===== config.mk =====
export PLATFORM = sky130hd
export DESIGN_NAME = ysyx22041405_mcycle_ctrl
export DESIGN_NICKNAME = d
export VERILOG_FILES = /design/src/rtl/ysyx22041405_mcycle_ctrl.sv
export SDC_FILE = /design/constraint.sdc
export NUM_CORES = 1
export LEC_CHECK = 0
export BUFFER_PORTS_ARGS = -buffer_cell sky130_fd_sc_hd__buf_2
export CAP_MARGIN = 25
export CORE_ASPECT_RATIO = 1.75
export CORE_UTILIZATION = 52
export CTS_BUF_LIST = sky130_fd_sc_hd__clkbuf_8
export CTS_CLUSTER_DIAMETER = 120
export DETAILED_ROUTE_END_ITERATION = 10
export GPL_TIMING_DRIVEN = 0
export HOLD_SLACK_MARGIN = 0.06
export PLACE_DENSITY = 0.91
export REMOVE_ABC_BUFFERS = 1
export SLEW_MARGIN = 20
export SYNTH_ARGS = -nofsm -noshare
export SYNTH_HDL_FRONTEND = slang
export SYNTH_SLANG_ARGS = --single-unit
export TNS_END_PERCENT = 100

===== constraint.sdc =====
create_clock -name clk -period 4.81 [get_ports clk]
set_input_delay 0.7215 -clock clk [delete_from_list [all_inputs] [get_ports clk]]
set_output_delay 0.7215 -clock clk [all_outputs]
set_load 0.01 [all_outputs]

===== src/rtl/ysyx22041405_mcycle_ctrl.sv =====
// ysyx22041405_mcycle_ctrl: multi-cycle sequencer for the ysyx22041405 core.
// Owns the shared memory port (fetch + load/store), pc/rf strobes, instret
// and the halt/timeout stop.
// Ports: clk/rst (async, active-low); if_addr/ls_addr request addresses;
//   is_load/is_store/rd_write/halt_req decode inputs; mem_req_* request
//   channel (valid/ready); mem_resp_* response; inst/ld_data latches;
//   pc_en/rf_we strobes; instret count; halted/err stop flags; stage debug.

module ysyx22041405_mcycle_ctrl #(
  parameter int WIDTH   = 32,
  parameter int TIMEOUT = 255
) (
  input  logic             clk,
  input  logic             rst,
  input  logic [WIDTH-1:0] if_addr,
  input  logic [WIDTH-1:0] ls_addr,
  input  logic             is_load,
  input  logic             is_store,
  input  logic             rd_write,
  input  logic             halt_req,
  output logic             mem_req_valid,
  input  logic             mem_req_ready,
  output logic             mem_req_we,
  output logic [WIDTH-1:0] mem_req_addr,
  input  logic             mem_resp_valid,
  input  logic [WIDTH-1:0] mem_resp_data,
  output logic [WIDTH-1:0] inst,
  output logic [WIDTH-1:0] ld_data,
  output logic             pc_en,
  output logic             rf_we,
  output logic [31:0]      instret,
  output logic             halted,
  output logic             err,
  output logic [3:0]       stage
);

  typedef enum logic [3:0] {
    IDLE     = 4'd0,
    IF_REQ   = 4'd1,
    IF_WAIT  = 4'd2,
    ID       = 4'd3,
    EX       = 4'd4,
    MEM_REQ  = 4'd5,
    MEM_WAIT = 4'd6,
    WB       = 4'd7,
    HALT     = 4'd8
  } state_t;

  localparam logic [7:0] WD_MAX = 8'(TIMEOUT);

  state_t           state_q;
  state_t           state_d;
  logic [7:0]       wd_q;
  logic             st_q;
  logic [WIDTH-1:0] inst_q;
  logic [WIDTH-1:0] ld_q;
  logic [31:0]      instret_q;
  logic             err_q;
  logic             wait_st;
  logic             expire;

  assign wait_st = (state_q == IF_WAIT) ||
                   (state_q == MEM_WAIT);

  // The cycle that would bring the counter to TIMEOUT
  // ends the wait, unless a response shows up in it.
  assign expire = wait_st && !mem_resp_valid &&
                  ((wd_q + 8'd1) == WD_MAX);

  always_ff @(posedge clk or negedge rst) begin
    if (!rst) begin
      state_q <= IDLE;
    end else begin
      state_q <= state_d;
    end
  end

  always_comb begin
    state_d = state_q;
    unique case (state_q)
      IDLE: state_d = IF_REQ;
      IF_REQ: begin
        if (mem_req_ready) state_d = IF_WAIT;
      end
      IF_WAIT: begin
        if (mem_resp_valid) state_d = ID;
        else if (expire)    state_d = HALT;
      end
      ID: begin
        state_d = halt_req ? HALT : EX;
      end
      EX: begin
        state_d = (is_load || is_store) ? MEM_REQ : WB;
      end
      MEM_REQ: begin
        if (mem_req_ready) state_d = MEM_WAIT;
      end
      MEM_WAIT: begin
        if (mem_resp_valid) state_d = WB;
        else if (expire)    state_d = HALT;
      end
      WB:      state_d = IF_REQ;
      HALT:    state_d = HALT;
      default: state_d = IDLE;
    endcase
  end

  // Wait states are only ever entered from non-wait
  // states, so clearing outside them clears on entry.
  always_ff @(posedge clk or negedge rst) begin
    if (!rst) begin
      wd_q <= 8'd0;
    end else if (wait_st) begin
      wd_q <= wd_q + 8'd1;
    end else begin
      wd_q <= 8'd0;
    end
  end

  always_ff @(posedge clk or negedge rst) begin
    if (!rst) begin
      st_q <= 1'b0;
    end else if (state_q == EX) begin
      st_q <= is_store;
    end
  end

  always_ff @(posedge clk or negedge rst) begin
    if (!rst) begin
      inst_q <= '0;
    end else if (state_q == IF_WAIT && mem_resp_valid) begin
      inst_q <= mem_resp_data;
    end
  end

  // A store response carries no data; ld_data holds.
  always_ff @(posedge clk or negedge rst) begin
    if (!rst) begin
      ld_q <= '0;
    end else if (state_q == MEM_WAIT && mem_resp_valid &&
                 !st_q) begin
      ld_q <= mem_resp_data;
    end
  end

  always_ff @(posedge clk or negedge rst) begin
    if (!rst) begin
      instret_q <= 32'd0;
    end else if (state_q == WB) begin
      instret_q <= instret_q + 32'd1;
    end
  end

  always_ff @(posedge clk or negedge rst) begin
    if (!rst) begin
      err_q <= 1'b0;
    end else if (expire) begin
      err_q <= 1'b1;
    end
  end

  always_comb begin
    mem_req_valid = 1'b0;
    mem_req_we    = 1'b0;
    mem_req_addr  = '0;
    pc_en         = 1'b0;
    rf_we         = 1'b0;
    halted        = 1'b0;
    unique case (state_q)
      IF_REQ: begin
        mem_req_valid = 1'b1;
        mem_req_addr  = if_addr;
      end
      MEM_REQ: begin
        mem_req_valid = 1'b1;
        mem_req_we    = st_q;
        mem_req_addr  = ls_addr;
      end
      WB: begin
        pc_en = 1'b1;
        rf_we = rd_write & ~st_q;
      end
      HALT: begin
        halted = 1'b1;
      end
      default: begin
      end
    endcase
  end

  assign inst    = inst_q;
  assign ld_data = ld_q;
  assign instret = instret_q;
  assign err     = err_q;
  assign stage   = state_q;

  a_rf_with_pc: assert property (
    @(posedge clk) disable iff (!rst)
    rf_we |-> pc_en);

  a_no_req_in_wb: assert property (
    @(posedge clk) disable iff (!rst)
    pc_en |-> !mem_req_valid);

endmodule


; After elaboration in Yosys (flattened, before gate mapping)
; Cells that the tools add are included.
[word_totals]
register_bits = 110
latchBits = 0
ramBits = 0
rom_bits = 0
inputBits = 104
out_inout_bits = 138
wordCells = 50
mem_count = 0
[classes]
n_addsub = 2
n_mul = 0
div = 0
order_cmp = 0
n_eq_ne = 11
shift = 0
n_mux = 15
bitwise = 2
reduce_logical = 13
[ops]
columns = operator, n
row1 = $pmux 32 s2, 1
row2 = $add 32x1->32 const B, 1
row3 = $pmux 4 s8, 1
row4 = $mux 4, 6
row5 = $eq 4x3->1 const B, 4
row6 = $add 8x1->8 const B, 1
row7 = $eq 4x2->1 const B, 2
row8 = $eq 8x8->1 const B, 1
row9 = $mux 8, 1
row10 = $logic_and 1x1->1, 5
row11 = $mux 1, 5
row12 = $eq 4x1->1 const B, 1
row13 = $eq 4x4->1 const B, 1
row14 = $logic_not 4->1, 1
row15 = $ne 2x2->1 const B, 2
row16 = $reduce_or 2->1, 2
row17 = $logic_not 1->1, 2
row18 = $logic_or 1x1->1, 2
row19 = $mux 2, 1
row20 = $reduce_and 2->1, 1
row21 = $and 1x1->1, 1
row22 = $not 1->1, 1

; Longest topological paths before layout
[logic_depth]
ltp_word = 7
mapped_depth = 6
depth_no_buf = 6

; Worst setup path before layout
; OpenSTA, ideal clock, no wires.
[synth_timing]
path_kind = register to output
start = register state_q[0], in the netlist stage[0]
end = output mem_req_addr[0]
arrival_ps = 1732
required_time_ps = 4089
slack_ps = 2356
path_stages_with_launch = 6
n_path_buf = 3
path_cell_list = dfrtp_1 -> buf_1 -> or3b_2 -> clkbuf_1 -> clkbuf_1 -> nor2_1
[synth_between]
elab_chain_len = 2
word_cells_on_any_way = 3
cone_classes = 2 x eq/ne / 1 x mux
[synth_lines]
columns = item, line
row1 = from (decl), 51  ; state_t state_q;
row2 = from (signal assigned), 74  ; state_q <= state_d;
row3 = $eq 4x3->1 / $eq 4x1->1 (equally long branches), 169  ; unique case (state_q)
row4 = $pmux 32 s2 *, 169
row5 = to (decl), 24  ; output logic [WIDTH-1:0] mem_req_addr,
; Mark *: on every way between the ends. The rest lies on a longest branch, timed or not.

; Worst setup path after layout
[layout_timing]
start = register state_q[0], in the netlist stage[0]
end = output mem_req_we
[layout_between]
elab_chain_len = 2
[layout_lines]
columns = item, line
row1 = $eq 4x3->1, 169
row2 = $mux 1, 169
row3 = to (decl), 23  ; output logic mem_req_we,
; No other way between the ends.

==> metrics.cfg <==
[run_status]
run_status=complete, no violations

[sta]
worst_max_slew_margin_expressed_relative_to_the_limit=0.513
worst_clock_skew_ns=0.0110
fin_tns_setup_ns=0
fmax_mhz=342
unrepaired_setup_endpoints_after_global_routing=false
slew_violations=0
setup_viol=0
finalHoldViolations=0
final_min_period_over_clock_period=0.608
tightestPinTransition_ns=0.727
finalCriticalPeriod_ns=2.92

[logic_synthesis]
cells_taking_the_most_area_after_synthesis=sky130_fd_sc_hd__dfrtp_1 55%, sky130_fd_sc_hd__mux2_2 15%, sky130_fd_sc_hd__mux2i_1 6.6%
yosysWarningCount=0
synth_seq_area_share=0.546
synth-edff-count=0
synth_top_area_cell=sky130_fd_sc_hd__dfrtp_1
ys_seq_elements=110
synth_area_per_cell_um2=12.3
post-synth-top-area-fraction=0.546
ys.flop_type=sky130_fd_sc_hd__dfrtp_1
async_reset_ff_frac=1.00
syn_area_um2=5040
synth.lib_cells_used.distinct=40
syn_inst=410

[drt]
wirelength_um=12700
drt-wirelength-per-cell_um=16.3
routed_via_density=5.28
initialDrtViolationCount=132
drt-pass1-iter-count=4
vias=4095
route.detailed.drc=0
final_antenna_net_count=0

[hold_path]
hold_class=in2async

[global_routing]
globalRouteOverflowTotal=0
grt_max_degree=88
antenna_found_initial=0
globalRouteTotalUtil=0.257
grt_first_pass_wirelength_um=20100
grt_pass1_vias=4130

[flow_run]
max_cap_viol_count=0

[cts]
cts_buffer_depth=2
cts_tree=yes
cts.sink_count=110
clock-root-buffer=sky130_fd_sc_hd__clkbuf_8
cts_repair_resize_count=0
ctsHoldBuffers=0
cts_buffers=9
clk_pin_slew_ns=0.09
ctsHtreeMaxLevel=3
clkLatencyLatePin_ns=0.36
post_cts.repair.setup_buffers=0

[critical_path]
critPathMaxFanout=33
crit_path_cell_trace=or3b_2, inv_1, and3_1, buf_2
worst_setup_path_start_kind=flop
path_class=reg2out
critPathMaxStageDelay_ns=0.77
worst_ep_required_time_ns=4.09
worst_ep_arrival_time_ns=2.20
cp_slowest_cell=sky130_fd_sc_hd__or3b_2
endpoint_kind=primary output

[finish]
stdcell_count=775
fraction_of_final_layout_cells_sized_beyond_drive_strength_1=0.516
area_growth_pct=31.6
final.fill_count=655
n_antenna_cell=0
multiInputGateArea_um2=2180
final-seq-area_um2=2750
nNetsFinal=756

[floorplan]
floorplan.die.height_um=132
core_area_um2=9410
starting_density=0.536
die_area_um2=10100
io_pins=242
die_width_um=76.4
fp-row-count=47

[power_and_ir_drop]
power.ir.vdd_worst_uv=424
power.leakage_nw=3.57
cellPowerDensity_nw_per_um2=506

[placement]
numPlacedInstances=760
place.gp.congestion=0.818
port_buffers=241
dp.final_hpwl_um=10000

[flip-flops by register name, indices dropped and copies added, names as in the netlist]
name / cells
inst: 32
instret: 32
ld_data: 32
wd_q: 8
stage: 4
err: 1
st_q: 1
[path summary, 6_finish.rpt]
path / startpoint / to / slack (ns) / cells after the start
worst max-delay path: stage[0]$_DFFE_PN0P_ / mem_req_we / 1.89 / 4
max in group asynchronous: rst / stage[2]$_DFFE_PN0P_ / 3.92 / 2
worst min register to register: err$_DFFE_PN0P_ / err$_DFFE_PN0P_ / 0.48 / 1
min in group clk: err$_DFFE_PN0P_ / err$_DFFE_PN0P_ / 0.48 / 1
worst max register to register: stage[2]$_DFFE_PN0P_ / instret[25]$_DFFE_PN0P_ / 2.28 / 6
worst min-delay path: rst / inst[12]$_DFFE_PN0P_ / 0.20 / 1
[cell type report]
| cell class | count | share of cell area |
|---|---|---|
| clock buffer | 10 | 0.0207 |
| clock inverter | 5 | 0.00981 |
| inverter | 8 | 0.00453 |
| multi-input combinational | 274 | 0.329 |
| sequential | 110 | 0.415 |
| tap | 122 | 0.0230 |
| timing repair buffer | 246 | 0.197 |
[logic make-up (layout without fill, tap and decap cells)]
kind of cell    count (synthesis)  after routing  share of synthesized area
flops                         110            110                      0.546
fa+ha+maj                       3              3                    0.00745
simple gates                  129            129                      0.140
mux                            98             98                      0.211
buf+inv                        26            269                     0.0218
compound gates                  7              7                    0.00993
xor+xnor                       37             37                     0.0643
[through the flow]
stage          cell area [um2]  hold slack, ns  setup WS (ns)  total power, mW  utilization
2_1_floorplan             4960           0.426           1.37             2.19            -
3_3_place_gp              6320           0.454          0.505             2.72        0.672
3_5_place_dp              6430           0.456           2.27             2.83        0.684
4_1_cts                   6630           0.182           1.85             3.40        0.705
5_1_grt                   6630           0.196           1.74             3.55        0.705
6_report                  6630           0.204           1.89             3.36        0.705
[worst max-delay path, delay by kind of cell (launching register included)]
kind | cells | cell delay [ns]
AND/OR/NAND/NOR | 2 | 0.94
flip-flops | 1 | 0.62
buffers and inverters | 2 | 0.27
[cell usage after synthesis, drive strengths merged (6+ instances only)]
cell type and count:
clkbuf 6, inv 8, mux2i 33, nor2 49
nand3 17, buf 12, xor2 11, xnor2 26
nand2 18, mux2 65, dfrtp 110, and3 8
[metal layers]
metal,vias up,routed length [um],global-route usage
met5,-,0,0
met2,203,7100,0.502
met3,22,742,0.0533
li1,1888,-,-
met4,0,303,0.104
met1,1982,4520,0.258
[placed cells by master (no fill, tap or decap), drive strengths merged, types with 2 or more instances in the layout]
master	instances
buf	246
nor2	49
and2	3
nand2	18
nand2b	4
or3	2
and3	8
nand3	17
mux2	65
and4	2
nand4	5
dfrtp	110
inv	10
nand4b	3
clkbuf	10
nor4	4
a21oi	2
ha	3
nor3	5
nor3b	3
clkinvlp	2
mux2i	33
xor2	11
xnor2	26
[power by group]
part,internal (mW),switching [mW],total (mW)
combinational,0.683,0.703,1.39
sequential,1.20,0.214,1.41
clock,0.258,0.304,0.562
total,2.14,1.22,3.36
(Power assumes the default switching activity.)
